### config.mk
export PLATFORM = sky130hd
export DESIGN_NAME = matrix_scroll_buffer_flat
export DESIGN_NICKNAME = d
export VERILOG_FILES = /design/src/rtl/matrix_scroll_buffer_if.sv /design/src/rtl/matrix_scroll_buffer.sv /design/src/flat_wrapper.sv
export SDC_FILE = /design/constraint.sdc
export NUM_CORES = 1
export LEC_CHECK = 0
export CAP_MARGIN = 20
export CORE_MARGIN = 2
export CORE_UTILIZATION = 45
export CTS_BUF_LIST = sky130_fd_sc_hd__clkbuf_8
export CTS_CLUSTER_DIAMETER = 60
export DETAILED_ROUTE_END_ITERATION = 12
export GPL_ROUTABILITY_DRIVEN = 0
export GPL_TIMING_DRIVEN = 0
export HOLD_SLACK_MARGIN = 0.02
export PLACE_DENSITY_LB_ADDON = 0.08
export SYNTH_ARGS = -nofsm -noshare
export SYNTH_HDL_FRONTEND = slang
export SYNTH_SLANG_ARGS = --single-unit
### constraint.sdc
create_clock -name clk -period 8.02 [get_ports clk]
set_input_delay 1.604 -clock clk [delete_from_list [all_inputs] [get_ports clk]]
set_output_delay 1.604 -clock clk [all_outputs]
set_load 0.05 [all_outputs]
### src/rtl/matrix_scroll_buffer_if.sv
// Host write port of the scroll buffer: back-bank row writes plus the commit request.
interface matrix_scroll_buffer_if;
    logic       valid;
    logic       ready;
    logic [3:0] addr;
    logic [7:0] data;
    logic       commit;

    modport master (output valid, output addr, output data, output commit, input ready);
    modport slave  (input valid, input addr, input data, input commit, output ready);
endinterface

### src/rtl/matrix_scroll_buffer.sv
// Double-banked 16-row pattern store with prescaled scroll offset; serves
// front[(offset+row) mod 16] to the row scanner and swaps banks tear-free.
module matrix_scroll_buffer #(
    parameter int unsigned STEP_DIV = 12500000,
    parameter logic [7:0]  BLANK    = 8'hFF
) (
    input  logic                         clk,
    input  logic                         reset,
    input  logic                         scroll_en,
    input  logic                         scroll_dir,
    matrix_scroll_buffer_if.slave        wr,
    input  logic [2:0]                   rd_row,
    output logic [7:0]                   rd_data,
    output logic [3:0]                   offset,
    output logic                         step_pulse
);

    localparam int                CNT_W    = $clog2(STEP_DIV);
    localparam logic [CNT_W-1:0] CNT_LAST = CNT_W'(STEP_DIV - 1);

    logic [7:0]       bank [2][16];
    logic             bank_sel;
    logic             back_sel;
    logic             swap_pending;
    logic [CNT_W-1:0] count;
    logic             step_tick;
    logic             swap;
    logic             write_en;
    logic [3:0]       rd_idx;

    function automatic logic [3:0] next_offset(input logic [3:0] cur, input logic dir);
        return dir ? cur - 4'd1 : cur + 4'd1;
    endfunction

    assign step_tick = scroll_en && (count == CNT_LAST);
    // With scrolling stopped there is no boundary to wait for, so swap at once.
    assign swap      = swap_pending && (step_tick || !scroll_en);
    assign wr.ready  = ~swap_pending;
    assign write_en  = wr.valid && wr.ready;
    assign back_sel  = ~bank_sel;
    assign rd_idx    = offset + {1'b0, rd_row};

    always_ff @(posedge clk or negedge reset) begin
        if (!reset) begin
            count        <= '0;
            offset       <= 4'd0;
            bank_sel     <= 1'b0;
            swap_pending <= 1'b0;
            step_pulse   <= 1'b0;
        end else begin
            step_pulse <= step_tick || swap;
            if (swap) begin
                count        <= '0;
                offset       <= 4'd0;
                bank_sel     <= ~bank_sel;
                swap_pending <= 1'b0;
            end else begin
                if (!scroll_en || step_tick) begin
                    count <= '0;
                end else begin
                    count <= count + CNT_W'(1);
                end
                if (step_tick) begin
                    offset <= next_offset(offset, scroll_dir);
                end
                if (wr.commit) begin
                    swap_pending <= 1'b1;
                end
            end
        end
    end

    // Pattern store and registered read port; reads use pre-edge offset/bank_sel.
    always_ff @(posedge clk or negedge reset) begin
        if (!reset) begin
            for (int b = 0; b < 2; b++) begin
                for (int r = 0; r < 16; r++) begin
                    bank[b][r] <= BLANK;
                end
            end
            rd_data <= BLANK;
        end else begin
            if (write_en) begin
                bank[back_sel][wr.addr] <= wr.data;
            end
            rd_data <= bank[bank_sel][rd_idx];
        end
    end

endmodule

### src/flat_wrapper.sv
// flat-port wrapper written by rule: the top's interface ports become plain ports
module matrix_scroll_buffer_flat 
#(
    parameter int unsigned STEP_DIV = 12500000,
    parameter logic [7:0]  BLANK    = 8'hFF
)
  (clk, reset, scroll_en, scroll_dir, rd_row, rd_data, offset, step_pulse, wr_valid, wr_addr, wr_data, wr_commit, wr_ready);
  matrix_scroll_buffer_if wr_i ();
  input  logic clk;
  input  logic reset;
  input  logic scroll_en;
  input  logic scroll_dir;
  input  logic [2:0] rd_row;
  output logic [7:0] rd_data;
  output logic [3:0] offset;
  output logic step_pulse;
  input wire logic [$bits(wr_i.valid)-1:0] wr_valid;
  input wire logic [$bits(wr_i.addr)-1:0] wr_addr;
  input wire logic [$bits(wr_i.data)-1:0] wr_data;
  input wire logic [$bits(wr_i.commit)-1:0] wr_commit;
  output wire logic [$bits(wr_i.ready)-1:0] wr_ready;
  assign wr_i.valid = wr_valid;
  assign wr_i.addr = wr_addr;
  assign wr_i.data = wr_data;
  assign wr_i.commit = wr_commit;
  assign wr_ready = wr_i.ready;
  matrix_scroll_buffer #(.STEP_DIV(STEP_DIV), .BLANK(BLANK)) u_core (.clk(clk), .reset(reset), .scroll_en(scroll_en), .scroll_dir(scroll_dir), .wr(wr_i), .rd_row(rd_row), .rd_data(rd_data), .offset(offset), .step_pulse(step_pulse));
endmodule
==> impl_metrics.ini, run 1 <==
[run_status]
status = finished, final reports clean

[pwr]
p_sw_share_pct = 27.3
powerDensity_nw_per_um2 = 311
p_clk_share_pct = 28.0
finalPower_mw = 5.01
leakagePower_nw = 6.59
comb_power_share_pct = 23.8
p_sw_mw = 1.37
p_int_mw = 3.64
ir_worst_vdd_v = 0.000145
seqPwrFrac_pct = 48.3

[yosys]
yosysUniqueCellTypes = 47
yosysSeqAreaShare_pct = 54.6
synth_top_area_share_pct = 49.1
synth-edff-count = 0
syn_area_um2 = 14100
yosys_register_bits = 295
syn_nets = 983
yosysWarnings = 0
synth_area_leader_cell = dfstp_2
ys.flop_type = dfstp_2
yosysMostFrequentCell = dfstp_2
synthTopCellsByCount = 264 x dfstp_2, 257 x mux2_2, 59 x mux2i_1, 38 x mux4_2, 36 x nor2_1
yosys-top-cells-area = dfstp_2 49%, mux2_2 20%, mux4_2 6.1%
async_reset_ff_share_pct = 100
synth_cells = 954
syn_area_per_cell_um2 = 14.8

[die]
die_area_um2 = 32800
coreArea_um2 = 30700
io_pins = 35
rows = 64
start_util_pct = 46.0
die_h_um = 181
die_w_um = 181

[finish]
antennaDiodeCount = 0
final_util_pct = 52.4
stdcell_area_um2 = 16100
layout.nets = 1073
drive_above_1_share_pct = 63.3
areaGrowthSynthToFinish_pct = 13.9

[placement]
hpwl_mm = 23.9
preCtsSetupSlack_ps = 3010
placed_area_um2 = 15000
io_buffers = 34

[worst_setup_path]
cp_max_fo = 10
cp_slowest_stage_delay_ps = 710
r2r_start = u_core.offset[0]$_DFFE_PN0P_
path_buf_inv = 2
path_cells = clkdlybuf4s50_1 -> ha_1 -> fa_1 -> xor2_1 -> buf_2 -> mux4_1 -> o21a_1 -> mux4_2
r2r_slack_ps = 4520
reg2regPathDepth = 7
r2r_end = u_core.rd_data[2]$_DFF_PN1_
worst-setup-path-type = in -> reg
cp_top_family = multiplexers
cp-start-kind = primary input
crit_path_end_kind = flip-flop
cp.required_ps = 8490
critPathSlowestCell = xor2_1
arrival_ps = 4880

[routing]
drt_iter0_markers = 375
finalWirelength_mm = 33.6
vias_per_cell = 5.50
first_pass_iters = 5
drtAntennaViolNets = 0
vias = 8133
wl_per_cell_um = 22.7
drc = 0

[clocking]
cts_resized = 0
cts_tree = built
ctsLongestPathBuffers = 3
insertion_delay_ps = 570
cts_hold_buffers = 0
numCtsBuffers = 52
clkTransAtPathRegs_ps = 60
cts.sinks = 295
htreeDepth = 2
cts_setup_buffers = 0
cts_root_buf = clkbuf_8

[global_route]
grt_pass1_vias = 8553
globalRouteTotalUtil_pct = 21.2
grt_first_pass_wirelength_mm = 53.3
grt_max_degree = 121
antenna_found_initial = 0
grt-ovfl-total = 0

[timing]
min_period_over_period_pct = 54.9
worst_slack_ps = 3610
relSlewSlack_pct = 28.6
rsz0062_at_grt = false
drv_slew = 0
fin_hold_ws_ps = 506
fin_crit_ps = 4410
max_freq_mhz = 227
setup_viol = 0
clock_skew_ps = 20.7
hold_viol = 0
worst-slew-pin-transition_ps = 1070

[worst_hold_path]
whs_endpoint = u_core.count[0]$_DFF_PN0_
min_path_type = reg -> reg
hold_depth = 1
min_from = u_core.count[0]$_DFF_PN0_

[run]
cap_viol_max_count = 0
-- power by group through the flow --
stage          logic (mW)  registers [mW]  clock network (mW)
2_1_floorplan       0.825            2.44                   0
3_3_place_gp         1.17            2.43                   0
3_5_place_dp         1.20            2.44                   0
4_1_cts              1.20            2.42                1.45
5_1_grt              1.29            2.48                1.51
6_report             1.19            2.42                1.40
-- worst register-to-register path, cell delays in order, from the launching register on --
cell,delay (ps)
dfrtp_1,470
ha_1,280
fa_1,420
xor2_1,710
buf_2,420
mux4_1,430
o21a_1,220
mux4_2,460
-- logic make-up after synthesis --
logic type	Yosys count	synth area share [%]
AOI/OAI and AO/OA	61	3.23
adders and majority gates	8	0.815
buffers and inverters	64	2.18
xor gates and xnor gates	28	1.74
DFF	295	54.6
muxes	363	32.4
and+or+nand+nor	135	5.08
-- how the worst max path moves through the flow --
| stage | cells after the start | to | from |
|---|---|---|---|
| floorplan | 7 | u_core.rd_data[4]$_DFF_PN1_ | rd_row[0] |
| global placement | 1 | u_core.count[17]$_DFF_PN0_ | reset |
| detailed placement | 8 | u_core.rd_data[5]$_DFF_PN1_ | rd_row[0] |
| CTS | 8 | u_core.rd_data[5]$_DFF_PN1_ | rd_row[0] |
| global route | 8 | u_core.rd_data[2]$_DFF_PN1_ | rd_row[0] |
| finish | 8 | u_core.rd_data[2]$_DFF_PN1_ | rd_row[0] |
-- registers in the layout (all words and copies together), names as in the netlist --
name	flops
u_core.bank	256
u_core.bank_sel	1
u_core.count	24
u_core.offset	4
u_core.rd_data	8
u_core.step_pulse	1
u_core.swap_pending	1
-- through the flow --
step / setup TNS [ps] / cells
3_3_place_gp: -1184100 / 1384
5_1_grt: 0 / 1479
2_1_floorplan: 0 / 954
3_5_place_dp: 0 / 1386
4_1_cts: 0 / 1479
6_report: 0 / 1479
-- layout by cell type, fill, tap and decap left out, types with 4 or more instances in the layout --
master / netlist / routed
buf_2: 18 / 18
clkbuf_8: 0 / 68
nor2_1: 36 / 36
nor3_2: 5 / 5
dfrtp_1: 31 / 31
o21a_1: 24 / 24
nand4_1: 8 / 8
clkdlybuf4s50_1: 0 / 33
xnor2_1: 12 / 11
xor2_1: 16 / 16
nor3_1: 4 / 4
dfstp_2: 264 / 264
nor2b_1: 6 / 6
clkinv_2: 0 / 6
nand3_1: 16 / 16
buf_1: 8 / 8
inv_1: 6 / 24
and3_1: 5 / 5
mux4_2: 38 / 38
mux2_2: 257 / 257
nor2_2: 15 / 15
mux2i_1: 59 / 59
a22oi_1: 24 / 24
clkbuf_1: 25 / 25
ha_1: 6 / 6
nand2_1: 23 / 23
mux4_1: 9 / 9
-- routing by layer --
metal | GRT usage (%) | vias up | wire length, um
li1 | - | 3695 | -
met1 | 31.1 | 4293 | 16400
met2 | 33.6 | 104 | 15700
met3 | 2.94 | 41 | 953
met4 | 4.91 | 0 | 514
met5 | 0 | - | 0
-- layout make-up --
class | instances | area, um^2
Inverter | 7 | 26.3
Clock buffer | 68 | 936
Sequential cell | 295 | 7710
Fill cell | 2633 | 14700
Timing Repair Buffer | 36 | 400
Buffer | 57 | 282
Tap cell | 396 | 495
Clock inverter | 25 | 128
Multi-Input combinational cell | 595 | 6120
(Power assumes the default switching activity.)
==> inputs of run 2 (changes only) <==
==> constraint.sdc (replaced) <==
create_clock -name clk -period 3.6 [get_ports clk]
set_input_delay 0.72 -clock clk [delete_from_list [all_inputs] [get_ports clk]]
set_output_delay 0.72 -clock clk [all_outputs]
set_load 0.05 [all_outputs]
==> run 2 against run 1 <==
Net effect:
- largest cell class unchanged
- non-clock buffer count did not move
- sequential power rose by 120%
- cell area barely moved
- clock-buffer cell count did not move
- utilization about the same
- highest routed layer unchanged
- critical endpoint is now u_core.rd_data[5]$_DFF_PN1_
- worst setup slack lost 3300 ps
- critical path depth unchanged
==> impl_metrics.ini, run 2 (synthesized netlist as in run 1, its figures left out) <==
[global_route]
grt-ovfl-total = 0
grt_pass1_vias = 8553
globalRouteTotalUtil_pct = 21.2
antenna_found_initial = 0
grt_max_degree = 121
grt_first_pass_wirelength_mm = 53.3

[routing]
first_pass_iters = 7
wl_per_cell_um = 22.7
drc = 0
vias_per_cell = 5.50
drtAntennaViolNets = 0
vias = 8131
finalWirelength_mm = 33.6
drt_iter0_markers = 344

[clocking]
insertion_delay_ps = 570
cts_root_buf = clkbuf_8
ctsLongestPathBuffers = 3
cts_hold_buffers = 0
numCtsBuffers = 52
cts_tree = built
clkTransAtPathRegs_ps = 60
htreeDepth = 2
cts.sinks = 295

[timing]
fin_crit_ps = 3290
clock_skew_ps = 22.4
worst-slew-pin-transition_ps = 1060
min_period_over_period_pct = 91.5
setup_viol = 0
totalNegativeSetupSlack_ps = 0
relSlewSlack_pct = 28.8
hold_viol = 0
max_freq_mhz = 304
rsz0062_at_grt = false
drv_slew = 0
worst_slack_ps = 307

[pwr]
p_sw_share_pct = 27.3
p_int_mw = 8.12
p_sw_mw = 3.06
seqPwrFrac_pct = 48.3
powerDensity_nw_per_um2 = 694
finalPower_mw = 11.2
p_clk_share_pct = 28.0
leakagePower_nw = 6.59
ir_worst_vdd_v = 0.000322
comb_power_share_pct = 23.8

[worst_setup_path]
cp_max_fo = 10
arrival_ps = 3760
crit_path_end_kind = flip-flop
cp.required_ps = 4060
worst-setup-path-type = in -> reg
cp-start-kind = primary input

[finish]
nFillCells = 2631
layout_common_cells = 264 x dfstp_2, 257 x mux2_2, 68 x clkbuf_8
drive_above_1_share_pct = 63.4
final_common_cell = dfstp_2
largest_reg_flops = 256
reg.largest.list = u_core.bank (256), u_core.count (24), u_core.rd_data (8)
max_flop_register = u_core.bank
areaGrowthSynthToFinish_pct = 14.0
antennaDiodeCount = 0
layout.nets = 1073

[die]
die_area_um2 = 32800
io_pins = 35
rows = 64
coreArea_um2 = 30700
die_h_um = 181
start_util_pct = 46.0
die_w_um = 181

[run_status]
status = finished, final reports clean

[placement]
io_buffers = 34
preCtsSetupSlack_ps = -523
hpwl_mm = 23.9

[worst_hold_path]
min_path_type = in -> async

[run]
cap_viol_max_count = 0
[run 2: area by class of cell]
type / instances / area [um^2] / share of cell area (%)
clock buffer: 68 / 936 / 5.81
multi-input combinational: 595 / 6130 / 38.0
buffer: 57 / 282 / 1.75
timing repair buffer: 36 / 400 / 2.49
clock inverter: 25 / 128 / 0.792
sequential: 295 / 7710 / 47.9
tap: 396 / 495 / 3.08
inverter: 7 / 26.3 / 0.163
[run 2: repair_timing]
action | 4_1_cts | 5_1_grt
resized for setup | 0 | 1
setup buffers | 0 | 0
endpoints found under the setup margin | 0 | 4
[run 2: final timing paths]
path / from / endpoint / slack (ps) / cells past startpoint
max: rd_row[0] / u_core.rd_data[5]$_DFF_PN1_ / 310 / 8
min: reset / u_core.swap_pending$_DFFE_PN0P_ / 130 / 1
max reg2reg: u_core.offset[0]$_DFFE_PN0P_ / u_core.rd_data[5]$_DFF_PN1_ / 330 / 7
min reg2reg: u_core.count[0]$_DFF_PN0_ / u_core.count[0]$_DFF_PN0_ / 510 / 1
max in group asynchronous: reset / u_core.bank[213]$_DFFE_PN1P_ / 2470 / 2
min in group clk: u_core.count[0]$_DFF_PN0_ / u_core.count[0]$_DFF_PN0_ / 510 / 1
[run 2: critical path: stages]
cell and delay (ps):
clkdlybuf4s50_1 400, ha_1 210, fa_1 440, xor2_2 480, buf_2 440, mux4_2 370, o21a_1 180, mux4_2 490
[run 2: stage by stage]
stage | util, % | instance area, um^2 | hold slack, ps | instances
floorplan | - | 14100 | 424 | 954
global placement | 48.7 | 15000 | 488 | 1384
detailed placement | 48.9 | 15000 | 494 | 1386
CTS | 52.4 | 16100 | 103 | 1479
global route | 52.4 | 16100 | 138 | 1479
finish | 52.4 | 16100 | 127 | 1479
[run 2: power groups by stage]
stage                     registers, mW  logic (mW)  clock network, mW
after global placement             5.42        2.61                  0
after detailed placement           5.44        2.68                  0
after floorplan                    5.43        1.84                  0
after global routing               5.53        2.88               3.37
final                              5.39        2.66               3.12
after CTS                          5.40        2.68               3.22
[run 2: routing by layer]
layer,global-route usage (%),vias up,part of all wire (%)
li1,-,3694,-
met1,31.1,4300,49
met2,33.6,96,47
met3,2.94,41,2.8
met4,4.91,0,1.5
met5,0,-,0
==> inputs of run 3 (changes only) <==
--- a/config.mk
+++ b/config.mk
@@ -15,6 +15,7 @@
 export GPL_TIMING_DRIVEN = 0
 export HOLD_SLACK_MARGIN = 0.02
 export PLACE_DENSITY_LB_ADDON = 0.08
+export SLEW_MARGIN = 20
 export SYNTH_ARGS = -nofsm -noshare
 export SYNTH_HDL_FRONTEND = slang
 export SYNTH_SLANG_ARGS = --single-unit
==> run 3 against run 2 <==
Net effect:
- utilization down 0.11 points
- clock skew up 5.9 ps
- cell count down 0.20%
- routed wire length about the same
- power down 1.4%
- clock-buffer cell count down 3
- sequential share of layout area up 0.10 points
- first-iteration DRC count up 14%
- non-clock buffer count up 2
- register-to-register slack about the same
- cell area down 0.21%
- sequential cell count unchanged
==> impl_metrics.ini, run 3 (synthesized netlist as in run 1, its figures left out) <==
[pwr]
ir_worst_vdd_v = 0.000299
leakagePower_nw = 6.57
finalPower_mw = 11.0
powerDensity_nw_per_um2 = 685

[timing]
fin_crit_ps = 3270
worst-slew-pin-transition_ps = 1020
setup_viol = 0
drv_slew = 0
max_freq_mhz = 305
relSlewSlack_pct = 31.6
rsz0062_at_grt = false
min_period_over_period_pct = 91.0
totalNegativeSetupSlack_ps = 0
hold_viol = 0
worst_slack_ps = 325
clock_skew_ps = 28.4

[routing]
drc = 0
drt_iter0_markers = 391
drtAntennaViolNets = 0
first_pass_iters = 4
finalWirelength_mm = 33.6
vias_per_cell = 5.49
wl_per_cell_um = 22.8
vias = 8109

[finish]
largest_reg_flops = 256
reg.largest.list = u_core.bank (256), u_core.count (24), u_core.rd_data (8)
drive_above_1_share_pct = 63.6
nFillCells = 2685
layout_common_cells = 264 x dfstp_2, 257 x mux2_2, 65 x clkbuf_8
layout.cells.non_filler = 1476
areaGrowthSynthToFinish_pct = 13.7
layout.nets = 1074
antennaDiodeCount = 0
final_common_cell = dfstp_2
max_flop_register = u_core.bank

[die]
coreArea_um2 = 30700
rows = 64
die_area_um2 = 32800
start_util_pct = 46.0
die_w_um = 181
io_pins = 35
die_h_um = 181

[worst_setup_path]
arrival_ps = 3750
reg2regPathDepth = 7
cp.required_ps = 4070
crit_path_end_kind = flip-flop
r2r_start = u_core.offset[0]$_DFFE_PN0P_
r2r_slack_ps = 330
cp_max_fo = 10
worst-setup-path-type = reg -> reg
cp-start-kind = flip-flop
r2r_end = u_core.rd_data[5]$_DFF_PN1_

[placement]
io_buffers = 34
hpwl_mm = 24.2
placed_cells = 1388
preCtsSetupSlack_ps = -536

[clocking]
cts.sinks = 295
cts_tree = built
htreeDepth = 2
cts_root_buf = clkbuf_8
numCtsBuffers = 51
cts_hold_buffers = 0
clkTransAtPathRegs_ps = 60
cts_resized = 0
cts_setup_buffers = 0
ctsLongestPathBuffers = 3
insertion_delay_ps = 580

[global_route]
antenna_found_initial = 0
globalRouteTotalUtil_pct = 21.3
grt_first_pass_wirelength_mm = 53.3
grt_pass1_vias = 8610
grt_max_degree = 99
grt-ovfl-total = 0

[worst_hold_path]
min_path_type = in -> async

[run]
cap_viol_max_count = 0

[run_status]
status = finished, final reports clean
==> run 3: worst max-delay path by stage <==
stage / slack (ps) / depth (start not counted) / to / startpoint
after floorplan: 660 / 7 / u_core.rd_data[4]$_DFF_PN1_ / u_core.offset[0]$_DFFE_PN0P_
after global placement: -11100 / 1 / u_core.count[17]$_DFF_PN0_ / reset
after detailed placement: -540 / 8 / u_core.rd_data[5]$_DFF_PN1_ / rd_row[0]
after CTS: 30 / 7 / u_core.rd_data[5]$_DFF_PN1_ / u_core.offset[0]$_DFFE_PN0P_
after global routing: 180 / 7 / u_core.rd_data[2]$_DFF_PN1_ / u_core.offset[0]$_DFFE_PN0P_
final: 330 / 7 / u_core.rd_data[5]$_DFF_PN1_ / u_core.offset[0]$_DFFE_PN0P_
==> run 3: through the flow <==
step | utilization [%] | hold WS, ps | area [um^2]
2_1_floorplan | - | 424 | 14100
3_3_place_gp | 48.7 | 488 | 15000
3_5_place_dp | 49.0 | 489 | 15100
4_1_cts | 52.2 | 37.1 | 16100
5_1_grt | 52.3 | 67.3 | 16100
6_report | 52.3 | 61.4 | 16100
==> run 3: layout make-up <==
cell class,instances,area [um^2],area share (%)
plain buffers,57,282,1.75
multi-input cells,595,6130,38.1
repair buffers,38,439,2.73
clock inverters,23,96.3,0.599
inverters,7,26.3,0.163
well taps,396,495,3.08
clock buffers,65,895,5.57
flip-flops and latches,295,7710,48.0
==> run 3: where the power goes <==
part | switching [mW] | internal (mW) | leakage, nW | total, mW
clock network | 1.34 | 1.61 | 0.579 | 2.94
logic | 1.23 | 1.44 | 2.82 | 2.67
registers | 0.460 | 4.94 | 3.17 | 5.40
==> run 3: per-layer routing <==
| metal | vias to the layer above | track usage (%) | wire, um |
|---|---|---|---|
| li1 | 3689 | - | - |
| met1 | 4280 | 31.1 | 16500 |
| met2 | 96 | 33.3 | 15600 |
| met3 | 44 | 3.27 | 989 |
| met4 | 0 | 5.24 | 512 |
| met5 | - | 0 | 0 |
==> run 3: critical path: stages (launching register included) <==
cell,delay [ps]
dfrtp_1,480
ha_1,280
fa_1,440
xor2_2,470
buf_2,430
mux4_2,380
o21a_1,180
mux4_2,490
